[config.mk]
export PLATFORM = sky130hd
export DESIGN_NAME = mrc_multi_op
export DESIGN_NICKNAME = d
export VERILOG_FILES = /design/src/rtl/mrc_pkg.sv /design/src/rtl/mrc_iter_datapath.sv /design/src/rtl/mrc_multi_op.sv
export SDC_FILE = /design/constraint.sdc
export NUM_CORES = 1
export LEC_CHECK = 0
export ABC_AREA = 1
export BUFFER_PORTS_ARGS = -buffer_cell sky130_fd_sc_hd__buf_2
export CAP_MARGIN = 20
export CORE_MARGIN = 5
export CORE_UTILIZATION = 34
export CTS_CLUSTER_DIAMETER = 150
export DETAILED_ROUTE_END_ITERATION = 6
export HOLD_SLACK_MARGIN = 0.05
export SLEW_MARGIN = 30
export SYNTH_ARGS = -nofsm -noshare
export SYNTH_HDL_FRONTEND = slang
export SYNTH_SLANG_ARGS = --single-unit
[constraint.sdc]
create_clock -name clk -period 3.34 [get_ports clk]
set_clock_uncertainty 0.1 [all_clocks]
set_input_delay 0.167 -clock clk [delete_from_list [all_inputs] [get_ports clk]]
set_output_delay 0.167 -clock clk [all_outputs]
set_load 0.01 [all_outputs]
[src/rtl/mrc_pkg.sv]
// Shared definitions for the multiply/divide/sqrt core: op encodings,
// controller states and the width-dependent iteration counts.
package mrc_pkg;

  typedef enum logic [1:0] {
    OP_MUL  = 2'b00,
    OP_DIV  = 2'b01,
    OP_SQRT = 2'b10,
    OP_RSVD = 2'b11
  } op_t;

  typedef enum logic [2:0] {
    ST_IDLE,
    ST_LOAD_X,
    ST_LOAD_Y,
    ST_RUN,
    ST_FIX,
    ST_DONE
  } state_t;

  // Square root retires two operand bits per step, so it needs half the steps.
  function automatic int unsigned iter_count(input op_t op, input int unsigned w);
    return (op == OP_SQRT) ? (w / 2) : w;
  endfunction

endpackage

[src/rtl/mrc_iter_datapath.sv]
// Iterative magnitude engine: shift-add multiply, restoring divide and
// digit-by-digit square root, all on unsigned operand magnitudes.
module mrc_iter_datapath
  import mrc_pkg::*;
#(
  parameter int W = 16
) (
  input  logic           clk,
  input  logic           reset,
  input  op_t            op,
  input  logic           init,
  input  logic           step,
  input  logic [W-1:0]   mag_a,
  input  logic [W-1:0]   mag_b,
  output logic           done,
  output logic [2*W-1:0] res_mag
);

  localparam int CW = $clog2(W + 1);

  logic [2*W-1:0] acc, acc_nx;
  logic [2*W-1:0] sh, sh_nx;
  logic [W-1:0]   mb, mb_nx;
  logic [CW-1:0]  cnt;
  logic [W:0]     div_shift, div_trial;
  logic [W+1:0]   sq_shift, sq_trial;

  // acc: product / partial remainder; sh: shifting multiplicand or dividend/radicand;
  // mb: multiplier, divisor, or the root being built.
  always_comb begin
    div_shift = {acc[W-1:0], sh[W-1]};
    div_trial = div_shift - {1'b0, mb};
    sq_shift  = {acc[W-1:0], sh[W-1:W-2]};
    sq_trial  = sq_shift - {mb, 2'b01};
    acc_nx    = acc;
    sh_nx     = sh;
    mb_nx     = mb;
    case (op)
      OP_MUL: begin
        if (mb[0]) acc_nx = acc + sh;
        sh_nx = {sh[2*W-2:0], 1'b0};
        mb_nx = {1'b0, mb[W-1:1]};
      end
      OP_DIV: begin
        if (!div_trial[W]) begin
          acc_nx = {{(W-1){1'b0}}, div_trial};
          sh_nx  = {sh[2*W-2:0], 1'b1};
        end else begin
          acc_nx = {{(W-1){1'b0}}, div_shift};
          sh_nx  = {sh[2*W-2:0], 1'b0};
        end
      end
      OP_SQRT: begin
        sh_nx = {sh[2*W-3:0], 2'b00};
        if (!sq_trial[W+1]) begin
          acc_nx = {{(W-2){1'b0}}, sq_trial};
          mb_nx  = {mb[W-2:0], 1'b1};
        end else begin
          acc_nx = {{(W-2){1'b0}}, sq_shift};
          mb_nx  = {mb[W-2:0], 1'b0};
        end
      end
      default: ;
    endcase
  end

  always_comb begin
    res_mag = acc;
    case (op)
      OP_DIV:  res_mag = {acc[W-1:0], sh[W-1:0]};
      OP_SQRT: res_mag = {acc[W-1:0], mb};
      default: ;
    endcase
  end

  assign done = (cnt == CW'(1));

  always_ff @(posedge clk) begin
    if (reset) begin
      acc <= '0;
      sh  <= '0;
      mb  <= '0;
      cnt <= '0;
    end else if (init) begin
      acc <= '0;
      sh  <= {{W{1'b0}}, mag_a};
      mb  <= (op == OP_SQRT) ? '0 : mag_b;
      cnt <= CW'(iter_count(op, W));
    end else if (step) begin
      acc <= acc_nx;
      sh  <= sh_nx;
      mb  <= mb_nx;
      cnt <= cnt - 1'b1;
    end
  end

endmodule

[src/rtl/mrc_multi_op.sv]
// Sequential signed multiply/divide/sqrt unit: operand handshake over the
// shared Data bus, error pre-check, iteration and final sign correction.
module mrc_multi_op
  import mrc_pkg::*;
#(
  parameter int WORD_LENGTH = 16
) (
  input  logic                     clk,
  input  logic                     reset,
  input  logic                     start,
  input  logic                     load,
  input  logic [WORD_LENGTH-1:0]   Data,
  input  logic [1:0]               op,
  output logic                     ready,
  output logic                     x,
  output logic                     y,
  output logic                     error,
  output logic [2*WORD_LENGTH-1:0] Result
);

  localparam int W = WORD_LENGTH;

  state_t         state, state_nx;
  op_t            op_reg;
  logic [W-1:0]   x_reg, y_reg;
  logic           pre_err;
  logic           start_ok, load_x, load_y, run_entry, err_chk;
  logic [W-1:0]   opnd_x, opnd_y;
  logic           dp_done;
  logic [2*W-1:0] res_mag, fix_result;
  logic [W-1:0]   quo_mag, rem_mag;

  function automatic logic [W-1:0] mag(input logic [W-1:0] v);
    return v[W-1] ? -v : v;
  endfunction

  // The final operand is fed straight from the bus so iteration can start on
  // the edge right after the load.
  always_comb begin
    start_ok  = start && (state == ST_IDLE || state == ST_DONE ||
                          state == ST_LOAD_X || state == ST_LOAD_Y);
    load_x    = load && !start_ok && (state == ST_LOAD_X);
    load_y    = load && !start_ok && (state == ST_LOAD_Y);
    run_entry = (load_x && op_reg == OP_SQRT) || load_y;
    opnd_x    = load_x ? Data : x_reg;
    opnd_y    = load_y ? Data : y_reg;
    err_chk   = 1'b0;
    case (op_reg)
      OP_DIV:  err_chk = (opnd_y == '0) ||
                         (opnd_x == {1'b1, {(W-1){1'b0}}} && opnd_y == '1);
      OP_SQRT: err_chk = opnd_x[W-1];
      default: ;
    endcase
  end

  always_comb begin
    state_nx = state;
    if (start_ok) begin
      state_nx = (op_t'(op) == OP_RSVD) ? ST_DONE : ST_LOAD_X;
    end else begin
      case (state)
        ST_LOAD_X: if (load_x) state_nx = (op_reg == OP_SQRT) ? ST_RUN : ST_LOAD_Y;
        ST_LOAD_Y: if (load_y) state_nx = ST_RUN;
        ST_RUN: begin
          if (pre_err)      state_nx = ST_DONE;
          else if (dp_done) state_nx = ST_FIX;
        end
        ST_FIX:  state_nx = ST_DONE;
        default: ;
      endcase
    end
  end

  mrc_iter_datapath #(.W(W)) u_dp (
    .clk     (clk),
    .reset   (reset),
    .op      (op_reg),
    .init    (run_entry),
    .step    (state == ST_RUN && !pre_err),
    .mag_a   (mag(opnd_x)),
    .mag_b   (mag(opnd_y)),
    .done    (dp_done),
    .res_mag (res_mag)
  );

  // Quotient takes the product of signs; remainder follows the dividend.
  always_comb begin
    quo_mag    = res_mag[W-1:0];
    rem_mag    = res_mag[2*W-1:W];
    fix_result = res_mag;
    case (op_reg)
      OP_MUL:  fix_result = (x_reg[W-1] ^ y_reg[W-1]) ? -res_mag : res_mag;
      OP_DIV:  fix_result = {(x_reg[W-1] ? -rem_mag : rem_mag),
                             ((x_reg[W-1] ^ y_reg[W-1]) ? -quo_mag : quo_mag)};
      default: ;
    endcase
  end

  always_ff @(posedge clk) begin
    if (reset) begin
      state   <= ST_IDLE;
      op_reg  <= OP_MUL;
      x_reg   <= '0;
      y_reg   <= '0;
      pre_err <= 1'b0;
      error   <= 1'b0;
      Result  <= '0;
    end else begin
      state <= state_nx;
      if (start_ok) begin
        op_reg  <= op_t'(op);
        x_reg   <= '0;
        y_reg   <= '0;
        pre_err <= 1'b0;
        error   <= (op_t'(op) == OP_RSVD);
        Result  <= '0;
      end else begin
        if (load_x)    x_reg   <= Data;
        if (load_y)    y_reg   <= Data;
        if (run_entry) pre_err <= err_chk;
        if (state == ST_RUN && pre_err) error  <= 1'b1;
        if (state == ST_FIX)            Result <= fix_result;
      end
    end
  end

  assign ready = (state == ST_DONE);
  assign x     = (state == ST_LOAD_X);
  assign y     = (state == ST_LOAD_Y);

endmodule

==> qor.yml <==
outcome: "completed"
hold_class: "input port to flop"
cts.sinks: 156
place_congestion: 1.02
worstSetupPathType: "flop to flop"
grt_pass1_vias: 14520
detail_route.vias_per_cell: 5.41
dp_slack_ps: 226
hp-start: "Data[5]"
cp_slowest_cell: "a21oi_1"
vias: 15542
start_util_pct: 34.4
path_max_fanout: 8
power_leakage_nw: 7.34
cts_buffers: 17
worst_slew_pin_slew_ps: 917
rows: 73
drcViolationCount: 0
syn_area_per_cell_um2: 6.02
dieWidth_um: 210
firstDrtPassIters: 5
yosysSeqAreaShare_pct: 22.9
clkLatencyLatePin_ps: 470
hold_path_depth: 5
syn_inst: 2270
period_minus_slack_ps: 3150
cts_buffer_depth: 2
portBuffers: 57
fillers: 4406
core_area_um2: 39700
cts_tree: "yes"
async_flop_share_pct: 0
yosys_warnings: 0
synth_cell_types: 49
ir_worst_vdd_v: 0.000280
slew_violations: 0
final_common_cell: "nand2_1"
ys_ff_latch: 156
final_cell_mix: "nand2_1, inv_1, a21oi_1, nor2_1, o21ai_0"
drt_wl_total_um: 53500
finalNonFillerCells: 2873
setup_viol: 0
ys.flop_type: "dfxtp_1"
reg_top3: "Result (32), u_dp.acc (32), u_dp.sh (32)"
rsz0062_at_grt: "no"
grtUsageTotal_pct: 23.7
final_cell_area_um2: 15500
wl_per_cell_um: 18.6
die_h_um: 210
layout.area.seq_um2: 3120
final_util_pct: 39.0
critical-path-top-cell-by-count: "nand2_1"
r2r_cells: 13
crit_arrival_ps: 3440
drt_iter0_markers: 1445
relSlewSlack_pct: 38.8
die_area_um2: 44300
hold_violations: 0
cts_root_buf: "clkbuf_16"
multi_input_area_um2: 9020
syn_to_final_growth_pct: 13.4
overflow: 0
startpoint_type: "flop"
tns_ps: 0
min_to: "x_reg[5]$_SDFF_PP0_"
crit_path_end_kind: "flop"
fmax_mhz: 318
whs_ps: 101
design.portCount: 58
r2r_end: "u_dp.acc[15]$_SDFFE_PP0P_"
finalPower_mw: 7.79
hpwl_um: 42500
grt_pass1_wl_um: 82800
synth_edf_count: 0
drv_cap: 0
fin_nets: 2434
worst_slack_ps: 194
grt_max_degree: 53
r2r_setup_slack_ps: 190
htree_levels: 4
antenna_found_initial: 0
netlist_area_um2: 13700
syn_nets: 2369
insertedDiodeCount: 0
powerDensity_nw_per_um2: 503
worstPathRequired_ps: 3640
dpl_cell_area_um2: 14700
clk_pin_slew_ps: 70
place_inst: 2833
cp_cell_sequence: "inv_1 -> ha_1 -> a21oi_1 -> o21ai_0 -> nand2_1 -> nand2_1 -> nor2_1 -> nand2_1 -> nand2_1 -> nand2_1 -> a21oi_1 -> o21ai_0 -> a21oi_1"
final_antenna_net_count: 0
r2r-start: "u_dp.mb[8]$_SDFFE_PP0P_"
min_period_over_period_pct: 94.2
drive_above_1_share_pct: 9.45
critical_path.max_stage_delay_ps: 390
-- where the power goes --
group / leakage [nW] / internal, mW / total [mW] / switching, mW
registers: 1.26 / 2.00 / 2.11 / 0.110
logic: 5.76 / 1.04 / 3.40 / 2.36
clock network: 0.321 / 1.39 / 2.27 / 0.886
-- Yosys cell counts (5+ instances only) --
cell type	count	area share (%)
buf_6	5	0.41
a21oi_1	239	8.8
nor4_1	5	0.23
mux2i_1	14	1.0
buf_1	6	0.16
xnor2_1	13	0.83
nand3_1	159	5.8
a211oi_1	7	0.38
nand2_1	534	15
nand3b_1	8	0.44
inv_2	8	0.22
o221ai_1	13	0.83
buf_2	28	1.0
dfxtp_1	156	23
a21o_1	7	0.38
ha_1	75	6.9
inv_1	286	7.9
nand2_2	14	0.64
o21bai_1	13	0.71
nor2_1	218	6.0
o21ai_1	18	0.66
nor2_2	8	0.37
or2_2	8	0.37
clkbuf_1	47	1.3
o21ai_0	186	6.8
o22ai_1	25	1.1
nand4_1	33	1.5
nor3_1	29	1.1
xor2_1	21	1.3
a31oi_1	23	1.1
o21ai_2	11	0.71
o211ai_1	16	0.88
-- what timing repair did --
action                                  CTS  global route
endpoints found under the setup margin    0             6
hold buffers                              8             0
hold endpoints to repair                 16             0
setup buffers                             0             0
gates resized for setup                   0             2
-- layout make-up --
type / instances / share of cell area [%]
inverter: 296 / 7.18
clock inverter: 10 / 1.20
tap: 525 / 4.24
clock buffer: 22 / 3.06
multi-input combinational: 1729 / 58.3
timing repair buffer: 135 / 5.84
sequential: 156 / 20.2
-- cell families (layout without fill, tap and decap cells) --
group,after synthesis,in the layout,synth area share [%]
AND/OR/NAND/NOR,1031,1031,32.3
AO/OA/AOI/OAI,573,573,23.2
XOR/XNOR,34,34,2.18
multiplexers,14,14,1.03
buffers and inverters,385,463,11.2
flip-flops,156,156,22.9
adder cells (fa/ha/maj),77,77,7.17
-- worst max-delay path: cells and delay by family, from the launching register on --
kind	cells	cell delay, ps
adder cells (fa/ha/maj)	1	370
buffers and inverters	1	110
AND/OR/NAND/NOR	6	760
flip-flops	1	370
AO/OA/AOI/OAI	5	1350
-- metal layers --
metal  global-route usage, %  routed length, µm
met1                    33.3              24800
met2                    36.3              23100
met3                    4.08               3780
met4                    9.03               1860
met5                       0                  0
-- worst max path at each step --
stage	cells after the start	slack, ps	start	end
final	13	190	u_dp.mb[8]$_SDFFE_PP0P_	u_dp.acc[15]$_SDFFE_PP0P_
after CTS	15	210	u_dp.mb[7]$_SDFFE_PP0P_	u_dp.sh[0]$_SDFFE_PP0P_
after global routing	17	3	u_dp.mb[3]$_SDFFE_PP0P_	u_dp.acc[7]$_SDFFE_PP0P_
after global placement	15	280	u_dp.mb[7]$_SDFFE_PP0P_	u_dp.sh[0]$_SDFFE_PP0P_
after detailed placement	15	230	u_dp.mb[7]$_SDFFE_PP0P_	u_dp.sh[0]$_SDFFE_PP0P_
after floorplan	19	310	u_dp.sh[15]$_SDFFE_PP0P_	u_dp.acc[14]$_SDFFE_PP0P_
Power figures use the tool's default switching activity.
